[config.mk]
export PLATFORM = sky130hd
export DESIGN_NAME = ps2_transmitter
export DESIGN_NICKNAME = d
export VERILOG_FILES = /design/src/rtl/ps2_pkg.sv /design/src/rtl/ps2_line_filter.sv /design/src/rtl/ps2_transmitter.sv
export SDC_FILE = /design/constraint.sdc
export NUM_CORES = 1
export LEC_CHECK = 0
export CORE_MARGIN = 3
export CORE_UTILIZATION = 55
export DETAILED_ROUTE_END_ITERATION = 8
export PLACE_DENSITY = 0.75
export SYNTH_ARGS = -nofsm -noshare
export SYNTH_HDL_FRONTEND = slang
export SYNTH_HIERARCHICAL = 1
export SYNTH_SLANG_ARGS = --single-unit
[constraint.sdc]
create_clock -name clk -period 3.9 [get_ports clk]
set_input_delay 1.17 -clock clk [delete_from_list [all_inputs] [get_ports clk]]
set_output_delay 1.17 -clock clk [all_outputs]
set_load 0.03 [all_outputs]
[src/rtl/ps2_pkg.sv]
// Shared PS/2 host-side definitions: transmitter states, frame size and
// default cycle counts for the 65 MHz system clock.
package ps2_pkg;

    typedef enum logic [2:0] {
        IDLE,
        INHIBIT,
        RTS,
        SEND,
        ACK,
        WAIT_IDLE
    } tx_state_t;

    // Data bits + parity + stop; the start bit is driven during RTS.
    localparam int FRAME_BITS = 10;

    localparam int DEF_INHIBIT_CYCLES = 6500;
    localparam int DEF_TIMEOUT_CYCLES = 975000;
    localparam int DEF_FILTER_LEN     = 8;

    // Frame as shifted out LSB first: {stop, odd parity, data}.
    function automatic logic [FRAME_BITS-1:0] build_frame(input logic [7:0] data);
        return {1'b1, ~^data, data};
    endfunction

endpackage

[src/rtl/ps2_line_filter.sv]
// Two-stage synchronizer plus run-length glitch filter for one open-drain
// PS/2 line; emits the filtered level and a one-cycle falling-edge strobe.
module ps2_line_filter #(
    parameter int FILTER_LEN = 8
) (
    input  logic clk,
    input  logic rst,
    input  logic raw,
    output logic level,
    output logic fall
);

    localparam int CNT_W = $clog2(FILTER_LEN) + 1;
    localparam logic [CNT_W-1:0] CNT_LAST = CNT_W'(FILTER_LEN - 1);

    logic [1:0]       sync_reg;
    logic [CNT_W-1:0] cnt_reg;
    logic             level_reg;
    logic             fall_reg;

    always_ff @(posedge clk or posedge rst) begin
        if (rst) begin
            sync_reg  <= 2'b11;
            cnt_reg   <= '0;
            level_reg <= 1'b1;
            fall_reg  <= 1'b0;
        end else begin
            sync_reg <= {sync_reg[0], raw};
            fall_reg <= 1'b0;
            // Any sample agreeing with the current level restarts the run.
            if (sync_reg[1] == level_reg) begin
                cnt_reg <= '0;
            end else if (cnt_reg == CNT_LAST) begin
                level_reg <= sync_reg[1];
                cnt_reg   <= '0;
                fall_reg  <= level_reg;
            end else begin
                cnt_reg <= cnt_reg + 1'b1;
            end
        end
    end

    assign level = level_reg;
    assign fall  = fall_reg;

endmodule

[src/rtl/ps2_transmitter.sv]
// Host-to-device PS/2 transmitter: inhibits the bus, requests to send, shifts
// one command byte out on device clock edges and checks the acknowledge.
module ps2_transmitter
    import ps2_pkg::*;
#(
    parameter int INHIBIT_CYCLES = DEF_INHIBIT_CYCLES,
    parameter int TIMEOUT_CYCLES = DEF_TIMEOUT_CYCLES,
    parameter int FILTER_LEN     = DEF_FILTER_LEN
) (
    input  logic       clk,
    input  logic       rst,
    input  logic [7:0] tx_data,
    input  logic       tx_valid,
    output logic       tx_ready,
    input  logic       ps2_clk_i,
    input  logic       ps2_data_i,
    output logic       ps2_clk_oe,
    output logic       ps2_data_oe,
    output logic       busy,
    output logic       tx_done,
    output logic       tx_err
);

    localparam int INH_W = $clog2(INHIBIT_CYCLES) + 1;
    localparam int WD_W  = $clog2(TIMEOUT_CYCLES) + 1;
    localparam logic [INH_W-1:0] INH_LAST      = INH_W'(INHIBIT_CYCLES - 1);
    localparam logic [WD_W-1:0]  WD_LAST       = WD_W'(TIMEOUT_CYCLES - 1);
    localparam logic [3:0]       LAST_BIT_IDX  = 4'(FRAME_BITS - 1);

    tx_state_t             state_reg;
    logic [INH_W-1:0]      inh_cnt_reg;
    logic [WD_W-1:0]       wd_cnt_reg;
    logic [3:0]            bit_cnt_reg;
    logic [FRAME_BITS-1:0] shift_reg;
    logic                  ack_ok_reg;
    logic                  clk_oe_reg;
    logic                  data_oe_reg;
    logic                  tx_ready_reg;
    logic                  busy_reg;
    logic                  tx_done_reg;
    logic                  tx_err_reg;

    logic clk_level;
    logic clk_fall;
    logic data_level;
    logic data_fall_unused;
    logic in_frame;
    logic wd_expired;

    ps2_line_filter #(
        .FILTER_LEN(FILTER_LEN)
    ) u_clk_filter (
        .clk  (clk),
        .rst  (rst),
        .raw  (ps2_clk_i),
        .level(clk_level),
        .fall (clk_fall)
    );

    ps2_line_filter #(
        .FILTER_LEN(FILTER_LEN)
    ) u_data_filter (
        .clk  (clk),
        .rst  (rst),
        .raw  (ps2_data_i),
        .level(data_level),
        .fall (data_fall_unused)
    );

    // The device owns the clock from SEND onwards; a silent device must not hang us.
    assign in_frame   = (state_reg == SEND) || (state_reg == ACK) || (state_reg == WAIT_IDLE);
    assign wd_expired = in_frame && !clk_fall && (wd_cnt_reg == WD_LAST);

    always_ff @(posedge clk or posedge rst) begin
        if (rst) begin
            state_reg    <= IDLE;
            inh_cnt_reg  <= '0;
            wd_cnt_reg   <= '0;
            bit_cnt_reg  <= '0;
            shift_reg    <= '0;
            ack_ok_reg   <= 1'b0;
            clk_oe_reg   <= 1'b0;
            data_oe_reg  <= 1'b0;
            tx_ready_reg <= 1'b0;
            busy_reg     <= 1'b0;
            tx_done_reg  <= 1'b0;
            tx_err_reg   <= 1'b0;
        end else begin
            tx_done_reg <= 1'b0;
            tx_err_reg  <= 1'b0;

            if (in_frame) begin
                wd_cnt_reg <= clk_fall ? '0 : wd_cnt_reg + 1'b1;
            end

            if (wd_expired) begin
                state_reg    <= IDLE;
                clk_oe_reg   <= 1'b0;
                data_oe_reg  <= 1'b0;
                tx_err_reg   <= 1'b1;
                tx_ready_reg <= 1'b1;
                busy_reg     <= 1'b0;
            end else begin
                case (state_reg)
                    IDLE: begin
                        clk_oe_reg   <= 1'b0;
                        data_oe_reg  <= 1'b0;
                        busy_reg     <= 1'b0;
                        tx_ready_reg <= 1'b1;
                        if (tx_valid && tx_ready_reg) begin
                            shift_reg    <= build_frame(tx_data);
                            inh_cnt_reg  <= '0;
                            bit_cnt_reg  <= '0;
                            ack_ok_reg   <= 1'b0;
                            clk_oe_reg   <= 1'b1;
                            tx_ready_reg <= 1'b0;
                            busy_reg     <= 1'b1;
                            state_reg    <= INHIBIT;
                        end
                    end

                    INHIBIT: begin
                        if (inh_cnt_reg == INH_LAST) begin
                            data_oe_reg <= 1'b1;
                            state_reg   <= RTS;
                        end else begin
                            inh_cnt_reg <= inh_cnt_reg + 1'b1;
                        end
                    end

                    RTS: begin
                        clk_oe_reg <= 1'b0;
                        wd_cnt_reg <= '0;
                        state_reg  <= SEND;
                    end

                    SEND: begin
                        if (clk_fall) begin
                            data_oe_reg <= ~shift_reg[0];
                            shift_reg   <= {1'b1, shift_reg[FRAME_BITS-1:1]};
                            bit_cnt_reg <= bit_cnt_reg + 1'b1;
                            if (bit_cnt_reg == LAST_BIT_IDX) begin
                                state_reg <= ACK;
                            end
                        end
                    end

                    ACK: begin
                        if (clk_fall) begin
                            ack_ok_reg <= ~data_level;
                            state_reg  <= WAIT_IDLE;
                        end
                    end

                    WAIT_IDLE: begin
                        if (clk_level && data_level) begin
                            tx_done_reg  <= ack_ok_reg;
                            tx_err_reg   <= ~ack_ok_reg;
                            tx_ready_reg <= 1'b1;
                            busy_reg     <= 1'b0;
                            state_reg    <= IDLE;
                        end
                    end

                    default: begin
                        clk_oe_reg  <= 1'b0;
                        data_oe_reg <= 1'b0;
                        state_reg   <= IDLE;
                    end
                endcase
            end
        end
    end

    assign tx_ready    = tx_ready_reg;
    assign ps2_clk_oe  = clk_oe_reg;
    assign ps2_data_oe = data_oe_reg;
    assign busy        = busy_reg;
    assign tx_done     = tx_done_reg;
    assign tx_err      = tx_err_reg;

endmodule

==> results.cfg <==
[grt]
grt_pass1_vias = 3236
grt_pass1_wl_mm = 15.0
globalRouteOverflowTotal = 0
antenna_found_initial = 0
grt.total_usage = 0.221
grt_max_degree = 42

[timing]
slew-limit-headroom = 0.422
fin_crit_sh = 0.738
hold-worst-slack_ns = 0.358
max_freq_ghz = 0.348
hold_viol_final = 0
final-max-slew-violation-count = 0
setup-violations-final = 0
tns_ns = 0
timing.final.ws_setup_ns = 1.02
worst_pin_slew_ns = 0.866
rsz0062_at_grt = no
layout_min_cycle_time_ns = 2.88
fin_worst_skew_ns = 0.0124

[layout]
final_cell_area_sq_um = 4400
fill_cells = 567
syn_to_final_growth_pct = 10.7
ff_latch_area_sq_um = 1860
finalNetCount = 454
fin_util = 0.637
drive_above_1_share = 0.0909
antennaDiodeCount = 0
largest_reg_flops = 21
multi_input_comb_area_sq_um = 1940

[pwr]
peakVddDrop_v = 0.000317
cellLeakagePower_nw = 1.73
powerDensity_nw_per_um2 = 358

[place]
gp_congestion = 0.830
io_buffers = 18
place_ws_ns = 0.690
hpwl_mm = 5.80
placed_area_sq_um = 4200

[cts]
cts-resized-gates = 0
post_cts_buffers = 0
root_buffer = clkbuf_8
insertion_delay_ns = 0.35
clk_path_buf_depth = 2
clk_pin_slew_ns = 0.08
cts_htree_levels = 3
clock_sinks = 74
cts_inserted_buffers = 9
cts_tree = yes
hold_buffers = 0

[floorplanning]
start_util = 0.575
io_pins = 19
fp.dieW_microns = 91.0
die_y_microns = 91.0
core_area_sq_um = 6910
die-area_sq_um = 8280
rows = 30

[worst_setup_path]
crit_required_ns = 4.17
startpoint_type = input port
path_buf_inv = 1
cp_top_family = simple AND/OR/NAND/NOR gates
critPathMaxStageDelay_ns = 0.69
crit_path_max_fanout = 9
critical-path-slowest-cell = or4_1
crit_arrival_ns = 3.15
crit_type = input port to flop
setup.worst_path.end_class = flop
crit_chain = clkdlybuf4s50_1, a21oi_1, or4_1, or4_1, a21oi_1

[detailed_routing]
num_vias = 3278
postRouteAntennaNets = 0
dr.pass1.iters = 4
routed_wl_mm = 8.39
wl_per_cell_microns = 15.7
drt_iter0_markers = 413
viasPerCell = 6.12
drc = 0

[status]
outcome = completed

[yosys]
ys_warn_count = 6
avgSynthCellArea_sq_um = 9.34
syn-cell-area_sq_um = 3970
synth_fp_nets = 444
synth_cells = 425

[min_path]
min_path_type = flop to flop

[flow_run]
drv_cap = 0
worst reg2reg max path: stages (launching register included):
cell     delay, ns
dfrtp_1       0.66
nor2b_1       0.55
nor2_1        0.36
nor4_4        0.65
or2_2         0.22
through the flow:
stage	cells	power, mW
finish	536	1.57
floorplan	425	0.946
global placement	520	0.981
CTS	536	1.59
detailed placement	520	0.993
global route	536	1.64
area by class of cell:
type | instances | area share
clock buffers | 10 | 0.0290
clock inverters | 6 | 0.0151
inverters | 17 | 0.0145
multi-input cells | 310 | 0.442
flip-flops and latches | 74 | 0.423
well taps | 96 | 0.0273
repair buffers | 23 | 0.0495
power breakdown:
group | switching [mW] | internal [mW] | leakage (nW)
Combinational | 0.0610 | 0.0675 | 0.742
Clock | 0.300 | 0.297 | 0.0889
Sequential | 0.0394 | 0.811 | 0.899
routing by layer:
metal | routed length [microns] | global-route usage | vias up | share of wire
li1 | - | - | 1563 | -
met1 | 3870 | 0.295 | 1619 | 0.46
met2 | 4050 | 0.354 | 83 | 0.48
met3 | 347 | 0.0447 | 13 | 0.041
met4 | 130 | 0.0892 | 0 | 0.015
met5 | 0 | 0 | - | 0
cell usage in the layout (no fill, tap or decap), types with 5 or more instances in the layout:
master	count
a211oi_1	7
a21oi_1	29
a31oi_1	12
buf_4	5
clkbuf_8	9
clkdlybuf4s50_1	18
dfrtp_1	68
dfstp_2	6
ha_1	6
inv_1	16
nand2_1	44
nand3_1	22
nand4_1	5
nor2_1	32
nor2b_1	6
o21ai_0	17
o31ai_1	9
or3_1	12
or4_1	12
xnor2_1	13
xor2_1	5
final timing paths:
check                                                    start                             endpoint  slack (ns)  cells past startpoint
min in group asynchronous                                  rst   u_data_filter/cnt_reg[1]$_DFF_PP0_        1.11                      2
max in group asynchronous                                  rst           inh_cnt_reg[1]$_DFFE_PP0P_        1.85                      3
max reg2reg                           state_reg[2]$_DFFE_PP0P_                     tx_err$_DFF_PP0_        1.39                      4
min                        u_data_filter/sync_reg[0]$_DFF_PP1_  u_data_filter/sync_reg[1]$_DFF_PP1_        0.36                      0
min reg2reg                u_data_filter/sync_reg[0]$_DFF_PP1_  u_data_filter/sync_reg[1]$_DFF_PP1_        0.36                      0
max                                                   tx_valid          inh_cnt_reg[13]$_DFFE_PP0P_        1.02                      5
No activity file was read; power rests on OpenSTA's default activity.
